==> src/rtl/spi_cmd_slave.sv <==
// SPI mode-0 command slave bridging an external master into the clk domain.
// Frame: 8-bit command then 32 data bits, MSB first. During the command byte
// miso carries the status byte; during the data phase miso carries the
// addressed register while mosi supplies write data.
// Register map: 0/1 scratch R/W, 2 read-only ID, 3 read-only frame counter.
module spi_cmd_slave #(
   parameter int          SYNC_STAGES = 2,
   parameter logic [31:0] ID_VALUE    = 32'h5350_4931
) (
   input  logic clk,
   input  logic nrst,
   input  logic sck,
   input  logic mosi,
   input  logic ncs,
   output logic miso
);

   typedef enum logic [1:0] {
      ST_IDLE = 2'd0,
      ST_CMD  = 2'd1,
      ST_DATA = 2'd2,
      ST_OVER = 2'd3
   } state_t;

   // synchroniser chains and one-cycle delayed copies for edge detection
   logic [SYNC_STAGES-1:0] sck_sync_r;
   logic [SYNC_STAGES-1:0] mosi_sync_r;
   logic [SYNC_STAGES-1:0] ncs_sync_r;
   logic                   sck_d_r;
   logic                   ncs_d_r;

   logic sck_s;
   logic mosi_s;
   logic ncs_s;
   logic sck_rise_s;
   logic sck_fall_s;
   logic ncs_rise_s;
   logic ncs_fall_s;

   // frame state and datapath
   state_t      state_r;
   logic [5:0]  bitcnt_r;
   logic [7:0]  cmd_r;
   logic [31:0] wdata_r;
   logic [31:0] tx_r;
   logic        miso_r;
   logic        done_r;
   logic        err_r;
   logic [31:0] reg0_r;
   logic [31:0] reg1_r;
   logic [31:0] frame_cnt_r;

   logic [7:0]  status_s;
   logic [7:0]  cmd_next_s;
   logic [31:0] wdata_next_s;
   logic [31:0] rdata_s;

   assign sck_s      = sck_sync_r[SYNC_STAGES-1];
   assign mosi_s     = mosi_sync_r[SYNC_STAGES-1];
   assign ncs_s      = ncs_sync_r[SYNC_STAGES-1];
   assign sck_rise_s = sck_s & ~sck_d_r;
   assign sck_fall_s = ~sck_s & sck_d_r;
   assign ncs_rise_s = ncs_s & ~ncs_d_r;
   assign ncs_fall_s = ~ncs_s & ncs_d_r;
   assign miso       = miso_r;

   // bring sck/mosi/ncs into clk domain; reset to the idle bus levels
   always_ff @(posedge clk) begin
      if (!nrst) begin
         sck_sync_r  <= {SYNC_STAGES{1'b0}};
         mosi_sync_r <= {SYNC_STAGES{1'b0}};
         ncs_sync_r  <= {SYNC_STAGES{1'b1}};
         sck_d_r     <= 1'b0;
         ncs_d_r     <= 1'b1;
      end else begin
         sck_sync_r  <= {sck_sync_r[SYNC_STAGES-2:0], sck};
         mosi_sync_r <= {mosi_sync_r[SYNC_STAGES-2:0], mosi};
         ncs_sync_r  <= {ncs_sync_r[SYNC_STAGES-2:0], ncs};
         sck_d_r     <= sck_s;
         ncs_d_r     <= ncs_s;
      end
   end

   // status byte, next shift values and read mux for the address being decoded
   always_comb begin
      status_s     = {4'hA, 2'b00, err_r, done_r};
      cmd_next_s   = {cmd_r[6:0], mosi_s};
      wdata_next_s = {wdata_r[30:0], mosi_s};
      case (cmd_next_s[1:0])
         2'd0:    rdata_s = reg0_r;
         2'd1:    rdata_s = reg1_r;
         2'd2:    rdata_s = ID_VALUE;
         2'd3:    rdata_s = frame_cnt_r;
         default: rdata_s = 32'h0000_0000;
      endcase
   end

   // frame FSM: sample mosi on sck rise, advance miso on sck fall, commit on 40th rise
   always_ff @(posedge clk) begin
      if (!nrst) begin
         state_r     <= ST_IDLE;
         bitcnt_r    <= 6'd0;
         cmd_r       <= 8'h00;
         wdata_r     <= 32'h0000_0000;
         tx_r        <= 32'h0000_0000;
         miso_r      <= 1'b0;
         done_r      <= 1'b0;
         err_r       <= 1'b0;
         reg0_r      <= 32'h0000_0000;
         reg1_r      <= 32'h0000_0000;
         frame_cnt_r <= 32'h0000_0000;
      end else if (ncs_rise_s) begin
         // deselect before the commit point is an abort: nothing written
         if ((state_r == ST_CMD) || (state_r == ST_DATA)) begin
            err_r  <= 1'b1;
            done_r <= 1'b0;
         end else begin
            err_r  <= err_r;
            done_r <= done_r;
         end
         state_r  <= ST_IDLE;
         bitcnt_r <= 6'd0;
         miso_r   <= 1'b0;
      end else begin
         case (state_r)
            ST_IDLE: begin
               miso_r <= 1'b0;
               if (ncs_fall_s) begin
                  state_r <= ST_CMD;
                  miso_r  <= status_s[7];
                  tx_r    <= {status_s[6:0], 25'd0};
                  wdata_r <= 32'h0000_0000;
                  // a rise seen together with the select is bit 0
                  if (sck_rise_s) begin
                     cmd_r    <= {7'd0, mosi_s};
                     bitcnt_r <= 6'd1;
                  end else begin
                     cmd_r    <= 8'h00;
                     bitcnt_r <= 6'd0;
                  end
               end else begin
                  state_r <= ST_IDLE;
               end
            end
            ST_CMD: begin
               if (sck_rise_s) begin
                  cmd_r    <= cmd_next_s;
                  bitcnt_r <= bitcnt_r + 6'd1;
                  if (bitcnt_r == 6'd7) begin
                     tx_r    <= rdata_s;
                     state_r <= ST_DATA;
                  end else begin
                     state_r <= ST_CMD;
                  end
               end else if (sck_fall_s) begin
                  miso_r <= tx_r[31];
                  tx_r   <= {tx_r[30:0], 1'b0};
               end else begin
                  state_r <= ST_CMD;
               end
            end
            ST_DATA: begin
               if (sck_rise_s) begin
                  wdata_r  <= wdata_next_s;
                  bitcnt_r <= bitcnt_r + 6'd1;
                  if (bitcnt_r == 6'd39) begin
                     if (cmd_r[7]) begin
                        case (cmd_r[1:0])
                           2'd0:    reg0_r <= wdata_next_s;
                           2'd1:    reg1_r <= wdata_next_s;
                           default: reg0_r <= reg0_r;
                        endcase
                     end else begin
                        reg0_r <= reg0_r;
                     end
                     frame_cnt_r <= frame_cnt_r + 32'd1;
                     done_r      <= 1'b1;
                     err_r       <= 1'b0;
                     miso_r      <= 1'b0;
                     state_r     <= ST_OVER;
                  end else begin
                     state_r <= ST_DATA;
                  end
               end else if (sck_fall_s) begin
                  miso_r <= tx_r[31];
                  tx_r   <= {tx_r[30:0], 1'b0};
               end else begin
                  state_r <= ST_DATA;
               end
            end
            ST_OVER: begin
               miso_r  <= 1'b0;
               state_r <= ST_OVER;
            end
            default: begin
               miso_r  <= 1'b0;
               state_r <= ST_IDLE;
            end
         endcase
      end
   end

endmodule

==> config.mk <==
export PLATFORM = sky130hd
export DESIGN_NAME = spi_cmd_slave
export DESIGN_NICKNAME = d
export VERILOG_FILES = /design/src/rtl/spi_cmd_slave.sv
export SDC_FILE = /design/constraint.sdc
export NUM_CORES = 1
export LEC_CHECK = 0
export ABC_CLOCK_PERIOD_IN_PS = 3060
export CAP_MARGIN = 0
export CORE_MARGIN = 2
export CORE_UTILIZATION = 40
export DETAILED_ROUTE_END_ITERATION = 10
export RECOVER_POWER = 50
export SETUP_SLACK_MARGIN = 0.2
export SKIP_CTS_REPAIR_TIMING = 1
export SLEW_MARGIN = 5
export SYNTH_ARGS = -nofsm -noshare
export SYNTH_HDL_FRONTEND = slang
export SYNTH_SLANG_ARGS = --single-unit
==> constraint.sdc <==
create_clock -name clk -period 3.06 [get_ports clk]
set_input_delay 0.306 -clock clk [delete_from_list [all_inputs] [get_ports clk]]
set_output_delay 0.306 -clock clk [all_outputs]
set_load 0.1 [all_outputs]
Yosys cells after proc, flatten, opt, wreduce, memory -nomap -nowiden:

Index checks and enable logic that the tools add are counted.

* reductions and logical operators: 23
* equal/unequal tests: 20
* bitwise operators: 10
* magnitude comparators: 0
* mux-type cells: 41
* multipliers: 0
* add/sub/neg operators: 2
* divide/modulo/power cells: 0
* shifts and indexed selects: 0

Operator list (count)
* 32-bit 2-to-1 mux: 5
* 32-bit one-hot mux with 4 select lines: 1
* 32-bit one-hot mux with 3 select lines: 1
* 31-bit 2-to-1 mux: 2
* 31-bit one-hot mux with 2 select lines: 1
* 32-bit by 1-bit adder with 32-bit output (second input constant): 1
* 1-bit 2-to-1 mux: 18
* 8-bit 2-to-1 mux: 2
* 8-bit one-hot mux with 2 select lines: 1
* 4-bit AND reduction: 4
* 6-bit 2-to-1 mux: 2
* 6-bit one-hot mux with 2 select lines: 1
* 6-bit AND reduction: 2
* 2-bit nonzero test: 6
* 2-bit 2-to-1 mux: 5
* 2-bit != test (second input constant): 5
* 2-bit == test (second input constant): 4
* 2-bit one-hot mux with 4 select lines: 1
* 6-bit by 1-bit adder with 6-bit output (second input constant): 1
* 2-bit by 1-bit == test with 1-bit output (second input constant): 3
* 6-bit by 3-bit == test with 1-bit output (second input constant): 1
* 6-bit == test (second input constant): 1
* 2-bit logical NOT: 3
* 3-bit by 2-bit != test with 1-bit output (second input constant): 2
* 11 further kinds: 23

* bits in read-only memories: 0
* register bits after elaboration: 186
* latch bits: 0
* memories: 0
* output and inout bits: 1
* RAM bits: 0
* bits of input ports: 5

Depth between registers and ports, before layout:

* depth after elaboration: 5
* depth in mapped cells: 11

Worst setup path before layout:

No wires, ideal clock.

* path kind: register to register
* start: register state_r[0]
* end: register tx_r[18]
* required time: 2.943 ns
* clock period less this slack: 2.296 ns
* stages on the path, launching flop included: 12
* path slack: 0.764 ns
* arrival: 2.179 ns
* cell sequence: dfxtp_1 -> inv_1 -> ha_1 -> clkbuf_1 -> nand2_1 -> a21oi_1 -> or4_1 -> buf_2 -> and2_1 -> buf_6 -> buf_6 -> a22o_1

* word-level cells in the longest chain between the ends: 3
* elaborated cells between the ends (all ways): 9

RTL lines
* start, declared: line 41 `state_t state_r;`
* start signal, assigned: line 101 `state_r <= ST_IDLE;`
* start signal, assigned: line 121 `state_r <= ST_IDLE;`
* start signal, assigned: line 129 `state_r <= ST_CMD;`
* 2-bit by 1-bit == test with 1-bit output, or another cell as far along: line 125 `case (state_r)`
* 3-bit by 2-bit != test with 1-bit output (no line), or another cell as far along
* 5-bit AND reduction (no line)
* end signal, assigned: line 131 `tx_r <= {status_s[6:0], 25'd0};`
* end signal, assigned: line 150 `tx_r <= rdata_s;`
* end signal, assigned: line 157 `tx_r <= {tx_r[30:0], 1'b0};`
* end, declared: line 45 `logic [31:0] tx_r;`

Several ways; a longest one is shown, not always the timed one.
A chain may end at the register's enable or synchronous reset.

Worst setup path after layout:

* start: register bitcnt_r[0]
* end: register frame_cnt_r[26]

* word-level cells in the longest chain between the ends: 2

RTL lines
* start, declared: line 42 `logic [5:0] bitcnt_r;`
* start signal, assigned: line 148 `bitcnt_r <= bitcnt_r + 6'd1;`
* start signal, assigned: line 165 `bitcnt_r <= bitcnt_r + 6'd1;`
* 6-bit == test: line 166 `if (bitcnt_r == 6'd39) begin`
* 4-bit AND reduction (no line)
* end signal, assigned: line 176 `frame_cnt_r <= frame_cnt_r + 32'd1;`
* end, declared: line 51 `logic [31:0] frame_cnt_r;`

Every way passes these cells.

==> flow_metrics.env <==
export IMPL_avgSynthCellArea_um2=8.74
export IMPL_grt_pass1_wl_mm=32.7
export IMPL_r2r_cells=6
export IMPL_clkSlewWorstSetupHoldPaths_ns=0.08
export IMPL_crit_family="simple AND/OR/NAND/NOR gates"
export IMPL_hp_class="primary input to flop"
export IMPL_synth_edf_count=0
export IMPL_ant_nets=0
export IMPL_r2r_end="frame_cnt_r[26]"
export IMPL_power_total_mw=4.77
export IMPL_skew_ns=0.00892
export IMPL_core_area_um2=21000
export IMPL_power_density_nw_per_um2=508
export IMPL_layoutNonFillerInstCount=1236
export IMPL_slowest_delay_ns=0.70
export IMPL_pre_cts_ws_ns=0.540
export IMPL_maxCapViolations=1
export IMPL_total_leakage_power_nw=3.32
export IMPL_worstPathCellList="ha_1, nand4bb_1, nor4_1, nand2_1, or4_1, nand2_1"
export IMPL_rsz0062_at_grt="no"
export IMPL_wl_per_cell_um=15.7
export IMPL_peakVddDrop_mv=0.344
export IMPL_start_util_pct=40.7
export IMPL_fin_ws_ns=0.401
export IMPL_post_route_period_util_pct=86.9
export IMPL_synthArstFlopShare_pct=0
export IMPL_vias=6735
export IMPL_layout_nets=959
export IMPL_row_count=53
export IMPL_path_buf_inv=0
export IMPL_arrival_ns=3.02
export IMPL_worstSetupEndpointType="flop"
export IMPL_grt_antenna_before_repair=0
export IMPL_drt_total_wl_mm=19.4
export IMPL_setup_tns_final_ns=0
export IMPL_setup_viol=0
export IMPL_reg2reg_from="bitcnt_r[0]"
export IMPL_clock_path_buffers=2
export IMPL_die_w_um=150
export IMPL_tightestPinTransition_ns=2.29
export IMPL_yosysWarnings=0
export IMPL_num_antenna_cells=0
export IMPL_die_area_um2=22600
export IMPL_ys_ff_latch=186
export IMPL_slew_headroom_pct=-52.6
export IMPL_netlist_instances=980
export IMPL_portBuffers=5
export IMPL_cts_buffers=17
export IMPL_grt_usage_pct=18.0
export IMPL_area_growth_pct=9.59
export IMPL_outcome="complete, but fails checks"
export IMPL_slew_violations=116
export IMPL_cpMostUsedCell="nand2_1"
export IMPL_hold_viol=0
export IMPL_synth_area_leaders="dfxtp_1 (43%), mux2i_1 (12%), nor2_1 (4.2%)"
export IMPL_min_path_cells=2
export IMPL_rrSetupSlack_ns=0.40
export IMPL_yosysSeqAreaShare_pct=43.5
export IMPL_failed_checks="capacitance limit, slew limit"
export IMPL_dr_first_iter_drc_count=410
export IMPL_nFillCells=2072
export IMPL_cp_max_fo=8
export IMPL_period_minus_slack_ns=2.66
export IMPL_drt_first_pass_iters=5
export IMPL_cts_htree_levels=4
export IMPL_crit_type="flop to flop"
export IMPL_required_ns=3.42
export IMPL_multi_input_area_um2=4500
export IMPL_ioPinCount=6
export IMPL_synth_top_area_share_pct=43.5
export IMPL_post_place_cells=1204
export IMPL_grt_ovfl_total=0
export IMPL_utilization_pct=44.6
export IMPL_grt_max_degree=116
export IMPL_start_kind="flop"
export IMPL_min_from="nrst"
export IMPL_clock_latency_ns=0.43
export IMPL_area_sequential_um2=3730
export IMPL_synth_flop_cell="dfxtp_1"
export IMPL_final_layout_size_suffix_gt1_share_pct=8.01
export IMPL_drc=0
export IMPL_synth_cell_types=50
export IMPL_gp_congestion=0.807
export IMPL_hold_end="ncs_d_r"
export IMPL_cp_slowest_cell="nor4_1"
export IMPL_die_h_um=150
export IMPL_grt_pass1_vias=6304
export IMPL_timing_fmax_ghz=0.376
export IMPL_synth_cell_area_um2=8560
export IMPL_cts_root_buf="clkbuf_16"
export IMPL_yosysTopAreaCell="dfxtp_1"
export IMPL_dp_hpwl_mm=12.2
export IMPL_synth_nets=991
export IMPL_cts_tree="built"
export IMPL_vias_per_cell=5.45
export IMPL_cts_sinks=186
==> cell type report <==
cell class              count  share of cell area (%)
repair buffers             27                    2.15
clock inverters            13                    1.35
inverters                  10                   0.400
clock buffers              19                    4.83
flip-flops and latches    186                    39.7
well taps                 275                    3.67
multi-input cells         706                    47.9
==> per-layer routing <==
metal	track usage [%]	up-vias	wire (um)
met4	5.14	0	252
met2	27.2	124	8330
li1	-	3419	-
met3	3.18	20	641
met1	26.3	3172	10200
met5	0	-	0
==> sequential cells by signal, summed over array words and instances, names as in the netlist, 6 cells and up <==
name / cells
reg1_r: 32
cmd_r: 8
frame_cnt_r: 32
bitcnt_r: 6
wdata_r: 31
tx_r: 32
reg0_r: 32
==> logic make-up after synthesis <==
group | share of synthesized area [%]
AND/OR/NAND/NOR | 21.8
AO/OA/AOI/OAI | 14.6
flip-flops | 43.5
multiplexers | 13.3
buffers and inverters | 4.18
XOR/XNOR | 1.84
adder cells (fa/ha/maj) | 0.877
==> cell usage after synthesis (3+ instances only) <==
| library cell | count |
|---|---|
| a21oi_1 | 18 |
| a22o_1 | 29 |
| a31oi_1 | 21 |
| and2_1 | 47 |
| buf_1 | 13 |
| buf_2 | 9 |
| clkbuf_1 | 53 |
| dfxtp_1 | 186 |
| ha_1 | 6 |
| inv_1 | 10 |
| mux2_2 | 12 |
| mux2i_1 | 100 |
| nand2_1 | 72 |
| nand2b_1 | 14 |
| nand3_1 | 71 |
| nand3b_1 | 14 |
| nand4_1 | 15 |
| nor2_1 | 96 |
| nor2b_1 | 3 |
| nor3_1 | 6 |
| nor4_1 | 8 |
| o21ai_0 | 69 |
| o21ai_1 | 18 |
| o21bai_1 | 3 |
| o221ai_1 | 3 |
| o22ai_1 | 31 |
| or3_1 | 7 |
| xnor2_1 | 7 |
| xor2_1 | 11 |
==> cell usage in the layout (no fill, tap or decap), types with 15 or more instances in the layout <==
cell type  synthesis  layout
and2_1            47      45
nand2_1           72      72
nand4_1           15      15
o22ai_1           31      30
clkbuf_16          0      17
a31oi_1           21      21
nor2_1            96      95
buf_4              0      16
o21ai_1           18      18
mux2i_1          100     100
a21oi_1           18      17
a22o_1            29      29
dfxtp_1          186     184
nand3_1           71      71
o21ai_0           69      69
==> how the worst max path moves through the flow <==
| stage | startpoint | to | depth (start not counted) |
|---|---|---|---|
| floorplan | state_r[0] | tx_r[18] | 11 |
| finish | bitcnt_r[0] | frame_cnt_r[26] | 6 |
| CTS | bitcnt_r[0] | reg0_r[23] | 7 |
| global route | nrst | reg0_r[11] | 4 |
| detailed placement | bitcnt_r[0] | reg0_r[23] | 7 |
| global placement | bitcnt_r[0] | reg0_r[30] | 7 |
==> worst reg2reg max path, stage by stage, from the launching register on <==
cell and delay (ns):
dfxtp_1 0.39, ha_1 0.24, nand4bb_1 0.27, nor4_1 0.70, nand2_1 0.36, or4_1 0.55, nand2_1 0.08
==> where the power goes <==
part | total, mW | switching [mW] | internal (mW)
Sequential | 2.43 | 0.00810 | 2.43
Combinational | 0.186 | 0.131 | 0.0555
Clock | 2.15 | 1.03 | 1.12
Total | 4.77 | 1.17 | 3.60
==> per-stage QoR <==
stage	hold slack, ns	cell area, um^2
floorplan	0.386	8560
global placement	0.388	8850
detailed placement	0.396	8850
CTS	0.180	9430
global route	0.349	9380
finish	0.348	9380
Power figures use the tool's default switching activity.
